**config.mk**
```make
export PLATFORM = sky130hd
export DESIGN_NAME = multiplication_flat
export DESIGN_NICKNAME = d
export VERILOG_FILES = /design/src/rtl/linalg_pkg.sv /design/src/rtl/multiplication_if.sv /design/src/rtl/mult_step.sv /design/src/rtl/multiplication.sv /design/src/flat_wrapper.sv
export SDC_FILE = /design/constraint.sdc
export NUM_CORES = 1
export LEC_CHECK = 0
export CORE_MARGIN = 1
export CORE_UTILIZATION = 40
export DETAILED_ROUTE_END_ITERATION = 16
export GPL_ROUTABILITY_DRIVEN = 1
export GPL_TIMING_DRIVEN = 0
export SLEW_MARGIN = 10
export SYNTH_ARGS = -nofsm -noshare
export SYNTH_HDL_FRONTEND = slang
export SYNTH_HIERARCHICAL = 1
export SYNTH_SLANG_ARGS = --single-unit
```
**constraint.sdc**
```tcl
create_clock -name clk -period 15.3 [get_ports clk]
set_input_delay 3.06 -clock clk [delete_from_list [all_inputs] [get_ports clk]]
set_output_delay 3.06 -clock clk [all_outputs]
set_load 0.02 [all_outputs]
```
**src/rtl/linalg_pkg.sv**
```systemverilog
`default_nettype none
// ============================================================================
// linalg_pkg: shared FSM state encoding and sizing helpers for arithmetic blocks
// Rev 1.0
// ============================================================================
package linalg_pkg;

    localparam int c_default_width = 32;

    typedef enum logic [1:0] {
        IDLE = 2'd0,
        BUSY = 2'd1,
        DONE = 2'd2
    } state_t;

    // Step counter must be able to hold the value WIDTH itself.
    function automatic int cnt_width(input int width);
        return $clog2(width + 1);
    endfunction

endpackage
`default_nettype wire

```
**src/rtl/multiplication_if.sv**
```systemverilog
`default_nettype none
// ============================================================================
// multiplication_if: start/operand request and ready/valid/result response
// Rev 1.0
// ============================================================================
interface multiplication_if
    import linalg_pkg::*;
#(
    parameter int WIDTH = c_default_width
);
    logic                 start;
    logic [WIDTH-1:0]     A;
    logic [WIDTH-1:0]     B;
    logic                 ready;
    logic                 valid;
    logic [2*WIDTH-1:0]   Res;
    logic                 ovf;

    modport master (output start, A, B, input ready, valid, Res, ovf);
    modport slave  (input start, A, B, output ready, valid, Res, ovf);
endinterface
`default_nettype wire

```
**src/rtl/mult_step.sv**
```systemverilog
`default_nettype none
// ============================================================================
// mult_step: one shift-and-add iteration (conditional add, then shift operands)
// Rev 1.0
// ============================================================================
module mult_step
    import linalg_pkg::*;
#(
    parameter int WIDTH = c_default_width
) (
    input  wire logic [2*WIDTH-1:0] i_acc,
    input  wire logic [2*WIDTH-1:0] i_mcand,
    input  wire logic [WIDTH-1:0]   i_mplier,
    output logic      [2*WIDTH-1:0] o_acc,
    output logic      [2*WIDTH-1:0] o_mcand,
    output logic      [WIDTH-1:0]   o_mplier
);

    // The sum never exceeds 2*WIDTH bits, so the dropped carry is always zero.
    assign o_acc    = i_mplier[0] ? (i_acc + i_mcand) : i_acc;
    assign o_mcand  = i_mcand << 1;
    assign o_mplier = i_mplier >> 1;

endmodule
`default_nettype wire

```
**src/rtl/multiplication.sv**
```systemverilog
`default_nettype none
// ============================================================================
// multiplication: fixed-latency sequential unsigned multiplier (WIDTH steps)
// Rev 1.0
// ============================================================================
module multiplication
    import linalg_pkg::*;
#(
    parameter int WIDTH = c_default_width
) (
    input wire logic        clk,
    input wire logic        rst,
    multiplication_if.slave mul
);

    localparam int                 c_cnt_w = cnt_width(WIDTH);
    localparam logic [c_cnt_w-1:0] c_last  = c_cnt_w'(WIDTH - 1);

    state_t               r_state;
    logic [2*WIDTH-1:0]   r_acc;
    logic [2*WIDTH-1:0]   r_mcand;
    logic [WIDTH-1:0]     r_mplier;
    logic [c_cnt_w-1:0]   r_cnt;
    logic [2*WIDTH-1:0]   r_res;
    logic                 r_ovf;

    logic [2*WIDTH-1:0]   w_acc_nxt;
    logic [2*WIDTH-1:0]   w_mcand_nxt;
    logic [WIDTH-1:0]     w_mplier_nxt;

    mult_step #(
        .WIDTH (WIDTH)
    ) u_step (
        .i_acc    (r_acc),
        .i_mcand  (r_mcand),
        .i_mplier (r_mplier),
        .o_acc    (w_acc_nxt),
        .o_mcand  (w_mcand_nxt),
        .o_mplier (w_mplier_nxt)
    );

    assign mul.ready = (r_state == IDLE);
    assign mul.valid = (r_state == DONE);
    assign mul.Res   = r_res;
    assign mul.ovf   = r_ovf;

    always_ff @(posedge clk or posedge rst) begin
        if (rst) begin
            r_state  <= IDLE;
            r_acc    <= '0;
            r_mcand  <= '0;
            r_mplier <= '0;
            r_cnt    <= '0;
            r_res    <= '0;
            r_ovf    <= 1'b0;
        end else begin
            case (r_state)
                IDLE: begin
                    if (mul.start) begin
                        r_mcand  <= {{WIDTH{1'b0}}, mul.A};
                        r_mplier <= mul.B;
                        r_acc    <= '0;
                        r_cnt    <= '0;
                        r_state  <= BUSY;
                    end
                end
                BUSY: begin
                    r_acc    <= w_acc_nxt;
                    r_mcand  <= w_mcand_nxt;
                    r_mplier <= w_mplier_nxt;
                    r_cnt    <= r_cnt + 1'b1;
                    // Result is captured from the final step's sum on the same edge.
                    if (r_cnt == c_last) begin
                        r_res   <= w_acc_nxt;
                        r_ovf   <= |w_acc_nxt[2*WIDTH-1:WIDTH];
                        r_state <= DONE;
                    end
                end
                DONE: begin
                    r_state <= IDLE;
                end
                default: begin
                    r_state <= IDLE;
                end
            endcase
        end
    end

endmodule
`default_nettype wire

```
**src/flat_wrapper.sv**
```systemverilog
// flat-port wrapper written by rule: the top's interface ports become plain ports
module multiplication_flat import linalg_pkg::*;
#(
    parameter int WIDTH = c_default_width
)
  (clk, rst, mul_start, mul_A, mul_B, mul_ready, mul_valid, mul_Res, mul_ovf);
  multiplication_if #(.WIDTH(WIDTH)) mul_i ();
  input wire logic clk;
  input wire logic rst;
  input wire logic [$bits(mul_i.start)-1:0] mul_start;
  input wire logic [$bits(mul_i.A)-1:0] mul_A;
  input wire logic [$bits(mul_i.B)-1:0] mul_B;
  output wire logic [$bits(mul_i.ready)-1:0] mul_ready;
  output wire logic [$bits(mul_i.valid)-1:0] mul_valid;
  output wire logic [$bits(mul_i.Res)-1:0] mul_Res;
  output wire logic [$bits(mul_i.ovf)-1:0] mul_ovf;
  assign mul_i.start = mul_start;
  assign mul_i.A = mul_A;
  assign mul_i.B = mul_B;
  assign mul_ready = mul_i.ready;
  assign mul_valid = mul_i.valid;
  assign mul_Res = mul_i.Res;
  assign mul_ovf = mul_i.ovf;
  multiplication #(.WIDTH(WIDTH)) u_core (.clk(clk), .rst(rst), .mul(mul_i));
endmodule
```
==> impl_metrics.env, run 1 <==
export IMPL_wl_per_cell_um=18.4
export IMPL_layout_nets=1712
export IMPL_finalCriticalPeriod_ns=5.46
export IMPL_placed_cell_area_um2=16500
export IMPL_drc=8
export IMPL_insertion_delay_ns=0.54
export IMPL_die_w_um=193
export IMPL_grt_ovfl_total=0
export IMPL_initial_core_util=0.408
export IMPL_ys_seq_elements=233
export IMPL_relSlewSlack=0.338
export IMPL_r2r_setup_slack_ns=10.77
export IMPL_crit_fanout=10
export IMPL_via_per_inst=5.47
export IMPL_powerDensity_nw_per_um2=266
export IMPL_rows=69
export IMPL_syn_instance_count=1415
export IMPL_min_delay_start="u_core/r_mplier[20]$_DFFE_PP0P_"
export IMPL_syn_avg_cell_area_um2=10.3
export IMPL_dieArea_um2=37200
export IMPL_post_synth_num_cell_types=69
export IMPL_area_delta_synth_final_pct=19.2
export IMPL_first_iter_violations=673
export IMPL_antenna_found_initial=0
export IMPL_die_y_um=193
export IMPL_reg2reg_from="u_core/r_acc[0]$_DFFE_PP0P_"
export IMPL_finalCritPeriodShare=0.357
export IMPL_critPathSlowestCell="clkdlybuf4s50_1"
export IMPL_end_kind="output port"
export IMPL_fin_area_um2=17400
export IMPL_setup_viol=0
export IMPL_holdBufCountCts=0
export IMPL_cpPeakStageDelay_ns=0.63
export IMPL_io_buffers=133
export IMPL_async_flop_share=1.00
export IMPL_violations="design-rule violations"
export IMPL_finClkSkew_ns=0.0183
export IMPL_max_slew_worst_pin_slew_ns=0.993
export IMPL_synth_edff_count=0
export IMPL_synth_seq_area_share=0.400
export IMPL_vias=11300
export IMPL_globalplace_congestion=0.907
export IMPL_cts_setup_buffers=0
export IMPL_gr_usage_all_layers=0.206
export IMPL_crit_chain="buf_6 > clkbuf_1 > nor2b_1 > clkdlybuf4s50_1"
export IMPL_synthFlopType="dfrtp_1"
export IMPL_min_path_type="reg -> reg"
export IMPL_ys_warn_count=6
export IMPL_drtAntennaViolNets=0
export IMPL_cp_arrival_ns=2.40
export IMPL_worst_r2r_endpoint="u_core/mul.ovf$_DFFE_PP0P_"
export IMPL_path_class="reg -> out"
export IMPL_min_to="u_core/r_mplier[20]$_DFFE_PP0P_"
export IMPL_rr_worst_depth=16
export IMPL_grt_setup_unrepaired="no"
export IMPL_numCtsBuffers=27
export IMPL_clock_path_buffers=3
export IMPL_final_setup_tns_ns=0
export IMPL_dp_hpwl_um=28100
export IMPL_post_cts_resized=0
export IMPL_wl_um=37800
export IMPL_core_area_um2=35700
export IMPL_start_kind="register"
export IMPL_maxCapViolations=0
export IMPL_critical_path_required_ns=12.24
export IMPL_synth_area_um2=14600
export IMPL_clk_pin_slew_worst_paths_ns=0.06
export IMPL_grt_pass1_vias=11000
export IMPL_hold_depth=2
export IMPL_vdd_drop_max_v=0.0000966
export IMPL_cts_tree="yes"
export IMPL_drive_gt1_frac=0.203
export IMPL_grt_max_degree=112
export IMPL_htree_levels=1
export IMPL_clock_sinks=233
export IMPL_status="complete, but fails checks"
export IMPL_fmax_ghz=0.183
export IMPL_grt_pass1_wl_um=60600
export IMPL_finalMaxSlewViolations=0
export IMPL_io_pins=134
export IMPL_leakagePower_nw=8.01
export IMPL_hold_violations=0
export IMPL_firstDrtPassIters=11
export IMPL_cts_root_buffer="clkbuf_16"
export IMPL_diodes=0
power by group:
part           switching (mW)  internal [mW]  leakage [nW]
Combinational            1.47           1.38          4.67
Sequential              0.239          0.921          2.92
Clock                   0.252          0.355         0.416
Total                    1.96           2.66          8.01
cells in the final DEF, fill, tap and decap left out, types with 5 or more instances in the layout:
cell	count
dfrtp_1	233
clkdlybuf4s50_1	133
nand2_1	103
a22o_1	98
buf_4	98
a21oi_1	93
o21ai_0	91
mux2_2	80
a22oi_1	65
ha_1	64
clkbuf_1	57
a21o_1	48
nor2_1	45
mux2_4	41
xnor2_1	37
clkbuf_16	27
buf_2	27
xor2_1	27
nor2b_1	26
nand4_1	21
o21bai_1	17
inv_1	16
a31oi_1	11
clkinv_2	9
nor3_1	9
nor4_1	8
nand3_1	8
and3_1	6
o211ai_1	6
o21ai_1	6
o21a_1	5
worst max path at each step:
| stage | from | end | slack (ns) |
|---|---|---|---|
| 2_1_floorplan | rst | u_core/mul.Res[0]$_DFFE_PP0P_ | 5.85 |
| 6_report | u_core/r_state[1]$_DFFE_PP0P_ | mul_valid | 9.84 |
| 3_5_place_dp | mul_start | u_core/r_mcand[56]$_DFFE_PP0P_ | 10.20 |
| 5_1_grt | u_core/r_state[1]$_DFFE_PP0P_ | mul_valid | 9.79 |
| 4_1_cts | u_core/r_state[1]$_DFFE_PP0P_ | mul_valid | 9.86 |
| 3_3_place_gp | rst | u_core/mul.Res[40]$_DFFE_PP0P_ | 2.53 |
critical path: cells and delay by family (launching register included):
kind	cells	cell delay, ns
DFF	1	0.34
and+or+nand+nor	1	0.25
buffers and inverters	3	1.26
per-stage QoR:
| stage | hold slack (ns) | util | std cells | setup WS, ns | power (mW) |
|---|---|---|---|---|---|
| after floorplan | 0.439 | - | 1416 | 5.85 | 3.26 |
| after global placement | 0.456 | 0.462 | 2010 | 2.53 | 3.96 |
| after detailed placement | 0.472 | 0.464 | 2012 | 10.20 | 3.99 |
| after CTS | 0.479 | 0.487 | 2057 | 9.86 | 4.63 |
| after global routing | 0.489 | 0.487 | 2057 | 9.79 | 4.98 |
| final | 0.479 | 0.487 | 2057 | 9.84 | 4.62 |
synth_stat cells (8+ instances only):
library cell  number  area share
a22o_1            98       0.059
mux2_4            41       0.042
nand2_1          103       0.027
a31oi_1           11      0.0047
mux2_2            80       0.062
xnor2_1           37       0.022
nand4_1           21      0.0090
nor2b_1           26       0.011
nand3_1            8      0.0027
xor2_1            27       0.016
buf_2             27      0.0093
clkbuf_1          53       0.014
inv_1             17      0.0044
a22oi_1           65       0.034
dfrtp_1          233        0.40
ha_1              64       0.055
nor3_1             9      0.0031
nor4_1             8      0.0034
o21bai_1          17      0.0088
o21ai_0           91       0.031
a21o_1            48       0.025
buf_4             98       0.051
a21oi_1           93       0.032
nor2_1            45       0.012
metal layers:
layer  share of wire  GRT usage  wire (um)  vias to the layer above
met3           0.051     0.0296       1930                       45
met4           0.018     0.0466        680                        0
met5               0          0          0                        -
met1            0.50      0.307      18800                     5501
met2            0.43      0.313      16400                      258
li1                -          -          -                     5454
registers in the layout, summed over array words and instances (netlist names):
signal           cells
u_core/mul.Res      64
u_core/r_mplier     32
u_core/mul.ovf       1
u_core/r_cnt         6
u_core/r_mcand      64
u_core/r_acc        64
u_core/r_state       2
layout make-up:
| type | count | area [um^2] |
|---|---|---|
| inverters | 17 | 71.3 |
| flip-flops and latches | 233 | 5830 |
| multi-input cells | 980 | 7480 |
| fillers | 3289 | 18300 |
| clock buffers | 35 | 746 |
| clock inverters | 10 | 75.1 |
| plain buffers | 186 | 1190 |
| repair buffers | 135 | 1390 |
| well taps | 461 | 577 |
cell families after synthesis:
| logic type | after synthesis | synth area share |
|---|---|---|
| fa+ha+maj | 65 | 0.0564 |
| flops | 233 | 0.400 |
| xor+xnor | 64 | 0.0385 |
| mux | 124 | 0.106 |
| buf+inv | 203 | 0.0859 |
| other cells | 1 | 0.000258 |
| compound gates | 480 | 0.232 |
| simple gates | 245 | 0.0800 |
Note: power is estimated with default switching activity, not from simulation.
==> run 2, diff against run 1 <==
==> constraint.sdc (replaced) <==
create_clock -name clk -period 5 [get_ports clk]
set_input_delay 1 -clock clk [delete_from_list [all_inputs] [get_ports clk]]
set_output_delay 1 -clock clk [all_outputs]
set_load 0.02 [all_outputs]
==> impl_metrics.env, run 2 (synthesis results as in run 1) <==
export IMPL_reg2reg_from="u_core/r_mcand[0]$_DFFE_PP0P_"
export IMPL_drtAntennaViolNets=0
export IMPL_crit_fanout=6
export IMPL_clock_sinks=233
export IMPL_rr_worst_depth=16
export IMPL_dp_hpwl_um=28500
export IMPL_layout_commonest_cell="dfrtp_1"
export IMPL_min_path_type="reg -> reg"
export IMPL_grt_max_degree=38
export IMPL_grt_pass1_vias=11100
export IMPL_max_slew_worst_pin_slew_ns=0.852
export IMPL_fin_area_um2=17500
export IMPL_vdd_drop_max_v=0.000361
export IMPL_finalMaxSlewViolations=0
export IMPL_diodes=0
export IMPL_via_per_inst=5.45
export IMPL_hold_depth=1
export IMPL_core_area_um2=35700
export IMPL_dieArea_um2=37200
export IMPL_area_delta_synth_final_pct=20.4
export IMPL_violations="design-rule violations"
export IMPL_insertion_delay_ns=0.55
export IMPL_die_y_um=193
export IMPL_dp_cells=2017
export IMPL_r2r_setup_slack_ns=0.51
export IMPL_min_delay_start="u_core/r_cnt[5]$_DFFE_PP0P_"
export IMPL_clk_pin_slew_worst_paths_ns=0.06
export IMPL_wl_um=38000
export IMPL_globalplace_congestion=0.898
export IMPL_drc=10
export IMPL_gr_usage_all_layers=0.208
export IMPL_end_kind="register"
export IMPL_cts_tree="yes"
export IMPL_htree_levels=1
export IMPL_grt_ovfl_total=0
export IMPL_instances_no_fill=2065
export IMPL_layout_nets=1717
export IMPL_grt_pass1_wl_um=61100
export IMPL_finalCriticalPeriod_ns=4.49
export IMPL_relSlewSlack=0.432
export IMPL_grt_setup_unrepaired="no"
export IMPL_dp_slack_ns=0.575
export IMPL_antenna_found_initial=0
export IMPL_cts_root_buffer="clkbuf_16"
export IMPL_start_kind="register"
export IMPL_rows=69
export IMPL_first_iter_violations=758
export IMPL_leakagePower_nw=8.08
export IMPL_hold_worst_slack_ns=0.475
export IMPL_drive_gt1_frac=0.208
export IMPL_worst_r2r_endpoint="u_core/mul.ovf$_DFFE_PP0P_"
export IMPL_fmax_ghz=0.223
export IMPL_io_pins=134
export IMPL_initial_core_util=0.408
export IMPL_placed_cell_area_um2=16600
export IMPL_post_cts_resized=0
export IMPL_worst_slack_ns=0.510
export IMPL_die_w_um=193
export IMPL_fin_util=0.492
export IMPL_status="complete, but fails checks"
export IMPL_finClkSkew_ns=0.0206
export IMPL_firstDrtPassIters=11
export IMPL_critical_path_required_ns=5.42
export IMPL_cts_setup_buffers=0
export IMPL_finalPower_mw=14.3
export IMPL_hold_violations=0
export IMPL_final_setup_tns_ns=0
export IMPL_powerDensity_nw_per_um2=815
export IMPL_maxCapViolations=0
export IMPL_min_to="u_core/r_cnt[5]$_DFFE_PP0P_"
export IMPL_wl_per_cell_um=18.4
export IMPL_final_cell_mix="233 x dfrtp_1, 133 x clkdlybuf4s50_1, 103 x nand2_1, 98 x a22o_1, 98 x buf_4"
export IMPL_holdBufCountCts=0
export IMPL_path_class="reg -> reg"
export IMPL_cp_arrival_ns=4.91
export IMPL_numCtsBuffers=27
export IMPL_vias=11200
export IMPL_clock_path_buffers=3
export IMPL_io_buffers=133
export IMPL_setup_viol=0
export IMPL_finalCritPeriodShare=0.898
## run 2: cell types whose count changed in the layout (fill, tap and decap cells not counted), moves of 2 or more
cell / before / now
buf_12: 4 / 10
clkbuf_1: 57 / 55
clkbuf_8: 4 / 8
clkinvlp_4: 0 / 2
## run 2: area by class of cell
cell class              count  area (um^2)
fillers                  3292        18100
multi-input cells         980         7480
repair buffers            140         1480
clock buffers              37          793
inverters                  17         67.6
well taps                 461          577
flip-flops and latches    233         5830
clock inverters            11          108
plain buffers             186         1190
## run 2: power by group
group	switching (mW)	internal [mW]
sequential	0.727	2.82
clock	0.794	1.20
combinational	4.50	4.23
total	6.03	8.25
## run 2: worst max-delay path, stage by stage (launching register included)
cell and delay, ns:
dfrtp_1 0.41, ha_1 0.22, fa_1 0.42, a21o_1 0.20
a21o_1 0.21, a21oi_2 0.22, o31ai_4 0.14, a21boi_2 0.36
o211a_1 0.32, o31ai_4 0.13, a31oi_1 0.33, o21ai_1 0.14
xor2_1 0.16, mux2_2 0.31, nor4_1 0.43, and4_1 0.29
a31oi_1 0.09
## run 2: worst max-delay path by stage
stage	start	endpoint	slack, ns	cells after the start
after floorplan	rst	u_core/mul.Res[0]$_DFFE_PP0P_	0.95	1
final	u_core/r_mcand[0]$_DFFE_PP0P_	u_core/mul.ovf$_DFFE_PP0P_	0.51	16
after global placement	rst	u_core/r_mplier[3]$_DFFE_PP0P_	-0.96	2
after global routing	u_core/r_mcand[0]$_DFFE_PP0P_	u_core/mul.ovf$_DFFE_PP0P_	0.38	16
after detailed placement	u_core/r_mcand[0]$_DFFE_PP0P_	u_core/mul.ovf$_DFFE_PP0P_	0.57	16
after CTS	u_core/r_mcand[0]$_DFFE_PP0P_	u_core/mul.ovf$_DFFE_PP0P_	0.56	16
## run 2: routing by layer
metal | track usage | vias to the layer above | wire length, um
met5 | 0 | - | 0
met4 | 0.0606 | 0 | 933
met3 | 0.0266 | 56 | 1660
met2 | 0.314 | 236 | 16600
met1 | 0.308 | 5478 | 18800
li1 | - | 5475 | -
==> run 3, diff against run 2 <==
--- a/config.mk
+++ b/config.mk
@@ -13,5 +13,4 @@
 export SLEW_MARGIN = 10
 export SYNTH_ARGS = -nofsm -noshare
 export SYNTH_HDL_FRONTEND = slang
-export SYNTH_HIERARCHICAL = 1
 export SYNTH_SLANG_ARGS = --single-unit
==> impl_metrics.env, run 3 <==
export IMPL_status="finished, final reports clean"
export IMPL_start_kind="register"
export IMPL_initial_core_util=0.409
export IMPL_globalplace_congestion=0.931
export IMPL_hold_depth=1
export IMPL_io_buffers=133
export IMPL_ys_warn_count=0
export IMPL_synth_common_cells="236 x nand2_1, 233 x dfrtp_1, 199 x o21ai_0"
export IMPL_first_iter_violations=876
export IMPL_core_area_um2=34800
export IMPL_register_area_um2=5830
export IMPL_path_class="reg -> reg"
export IMPL_io_pins=134
export IMPL_min_to="u_core.r_cnt[5]$_DFFE_PP0P_"
export IMPL_syn_instance_count=1602
export IMPL_finalCriticalPeriod_ns=4.79
export IMPL_grt_pass1_vias=12700
export IMPL_insertion_delay_ns=0.56
export IMPL_syn_avg_cell_area_um2=8.88
export IMPL_finalCritPeriodShare=0.958
export IMPL_firstDrtPassIters=5
export IMPL_end_kind="register"
export IMPL_drtAntennaViolNets=0
export IMPL_ys_seq_elements=233
export IMPL_critPathSlowestCell="o31ai_1"
export IMPL_relSlewSlack=0.324
export IMPL_rr_worst_depth=15
export IMPL_via_per_inst=5.76
export IMPL_vias=12900
export IMPL_synthFlopType="dfrtp_1"
export IMPL_clock_path_buffers=3
export IMPL_instances_no_fill=2247
export IMPL_clk_pin_slew_worst_paths_ns=0.06
export IMPL_setup_viol=0
export IMPL_worst_r2r_endpoint="u_core.mul.ovf$_DFFE_PP0P_"
export IMPL_placed_cell_area_um2=16200
export IMPL_hold_violations=0
export IMPL_dieArea_um2=36300
export IMPL_wl_um=46800
export IMPL_diodes=0
export IMPL_wl_met2_um=22200
export IMPL_drc=0
export IMPL_min_delay_start="u_core.r_cnt[5]$_DFFE_PP0P_"
export IMPL_antenna_found_initial=1
export IMPL_min_path_type="reg -> reg"
export IMPL_synth_seq_area_share=0.410
export IMPL_dp_hpwl_um=36100
export IMPL_post_synth_num_cell_types=79
export IMPL_synth_area_leaders="dfrtp_1 41%, o21ai_0 7.0%, nand2_1 6.2%"
export IMPL_final_cell_mix="236 x nand2_1, 233 x dfrtp_1, 198 x o21ai_0, 165 x a21oi_1, 133 x clkdlybuf4s50_1"
export IMPL_synth_top_area_cell="dfrtp_1"
export IMPL_route_met3_wl_um=2290
export IMPL_vdd_drop_max_v=0.000320
export IMPL_maxCapViolations=0
export IMPL_yosysTopAreaCellShare=0.410
export IMPL_grt_pass1_wl_um=73600
export IMPL_async_flop_share=1.00
export IMPL_die_y_um=191
export IMPL_fmax_ghz=0.209
export IMPL_fin_area_um2=17200
export IMPL_dp_cells=2196
export IMPL_r2r_setup_slack_ns=0.21
export IMPL_grt_max_degree=39
export IMPL_powerDensity_nw_per_um2=633
export IMPL_area_delta_synth_final_pct=20.9
export IMPL_synth_area_um2=14200
export IMPL_reg2reg_from="u_core.r_mcand[0]$_DFFE_PP0P_"
export IMPL_layout_nets=1903
export IMPL_htree_levels=1
export IMPL_grt_setup_unrepaired="no"
export IMPL_yosysMostFrequentCell="nand2_1"
export IMPL_finalMaxSlewViolations=0
export IMPL_finClkSkew_ns=0.0181
export IMPL_numCtsBuffers=27
export IMPL_fillers=3373
export IMPL_fin_util=0.494
export IMPL_layout_commonest_cell="nand2_1"
export IMPL_leakagePower_nw=7.62
export IMPL_path_buf_inv=1
export IMPL_cts_root_buffer="clkbuf_16"
export IMPL_crit_fanout=4
export IMPL_clock_sinks=233
export IMPL_critical_path_required_ns=5.38
export IMPL_syn_nets=1734
export IMPL_synth_edff_count=0
export IMPL_cpPeakStageDelay_ns=0.64
export IMPL_wl_per_cell_um=20.8
export IMPL_rows=68
export IMPL_cp_arrival_ns=5.18
export IMPL_grt_ovfl_total=0
export IMPL_crit_chain="ha_1 > inv_1 > fa_1 > nand2b_1 > a21oi_1 > o21ai_0 > a311oi_2 > o31ai_1 > o21bai_1 > xor2_1 > mux2i_1 > nand3b_1 > or4_1 > nor4_1 > a41oi_1"
export IMPL_max_slew_worst_pin_slew_ns=1.01
export IMPL_multi_input_area_um2=7800
export IMPL_drive_gt1_frac=0.0597
export IMPL_wl_met1_um=21200
export IMPL_gr_usage_all_layers=0.260
export IMPL_top_layer="met4"
export IMPL_die_w_um=191
export IMPL_cts_tree="yes"
export IMPL_cp_top_family="compound AO/OA/AOI/OAI gates"
[run 3: cell types whose count changed in the layout (fill, tap and decap cells not counted), sizes merged, moves of 57 or more]
| cell | delta |
|---|---|
| o21ai | +102 |
| nand2 | +133 |
| a22oi | -57 |
| buf | -111 |
| a21oi | +70 |
| mux2 | -119 |
[run 3: area by class of cell]
| type | instances | share of cell area |
|---|---|---|
| Tap cell | 455 | 0.0331 |
| Timing Repair Buffer | 140 | 0.0849 |
| Clock inverter | 12 | 0.00830 |
| Buffer | 107 | 0.0307 |
| Clock buffer | 38 | 0.0446 |
| Inverter | 22 | 0.00502 |
| Multi-Input combinational cell | 1240 | 0.454 |
| Sequential cell | 233 | 0.339 |
[run 3: per-stage QoR]
stage / power [mW] / setup WS, ns / TNS (ns) / hold WS, ns
after detailed placement: 8.79 / -0.149 / -0.149 / 0.466
after floorplan: 6.93 / 0.950 / 0 / 0.440
after global routing: 11.6 / 0.0364 / 0 / 0.499
final: 10.9 / 0.208 / 0 / 0.472
after global placement: 8.72 / -0.926 / -207.04 / 0.463
after CTS: 10.9 / 0.00976 / 0 / 0.474
[run 3: how the worst max path moves through the flow]
stage	from	end	slack [ns]	cells past startpoint
after global routing	u_core.r_mcand[0]$_DFFE_PP0P_	u_core.mul.ovf$_DFFE_PP0P_	0.04	15
after CTS	u_core.r_mcand[8]$_DFFE_PP0P_	u_core.mul.ovf$_DFFE_PP0P_	0.01	14
after global placement	rst	u_core.r_mplier[2]$_DFFE_PP0P_	-0.93	2
final	u_core.r_mcand[0]$_DFFE_PP0P_	u_core.mul.ovf$_DFFE_PP0P_	0.21	15
after floorplan	rst	u_core.mul.Res[0]$_DFFE_PP0P_	0.95	1
after detailed placement	u_core.r_mcand[8]$_DFFE_PP0P_	u_core.mul.ovf$_DFFE_PP0P_	-0.15	14
[run 3: timing repair]
item                                    4_1_cts  5_1_grt
pin swaps                                     0        2
hold buffers                                  0        0
endpoints found under the hold margin         0        0
endpoints found under the setup margin        1        1
setup buffers                                 0        1
gates resized for setup                       1        4
[run 3: report_power, final]
group	switching, mW	internal (mW)	total [mW]
registers	0.618	2.60	3.22
logic	3.36	2.25	5.62
clock network	0.828	1.22	2.05
[run 3: cells by family after synthesis]
logic type,Yosys count,share of synthesized area
AO/OA/AOI/OAI,583,0.253
XOR/XNOR,48,0.0296
adder cells (fa/ha/maj),65,0.0577
AND/OR/NAND/NOR,502,0.177
buffers and inverters,129,0.0429
flip-flops,233,0.410
multiplexers,42,0.0297
[run 3: routing by layer]
layer	up-vias	global-route usage
li1	6177	-
met3	72	0.0307
met4	0	0.0646
met5	-	0
met2	355	0.435
met1	6330	0.358
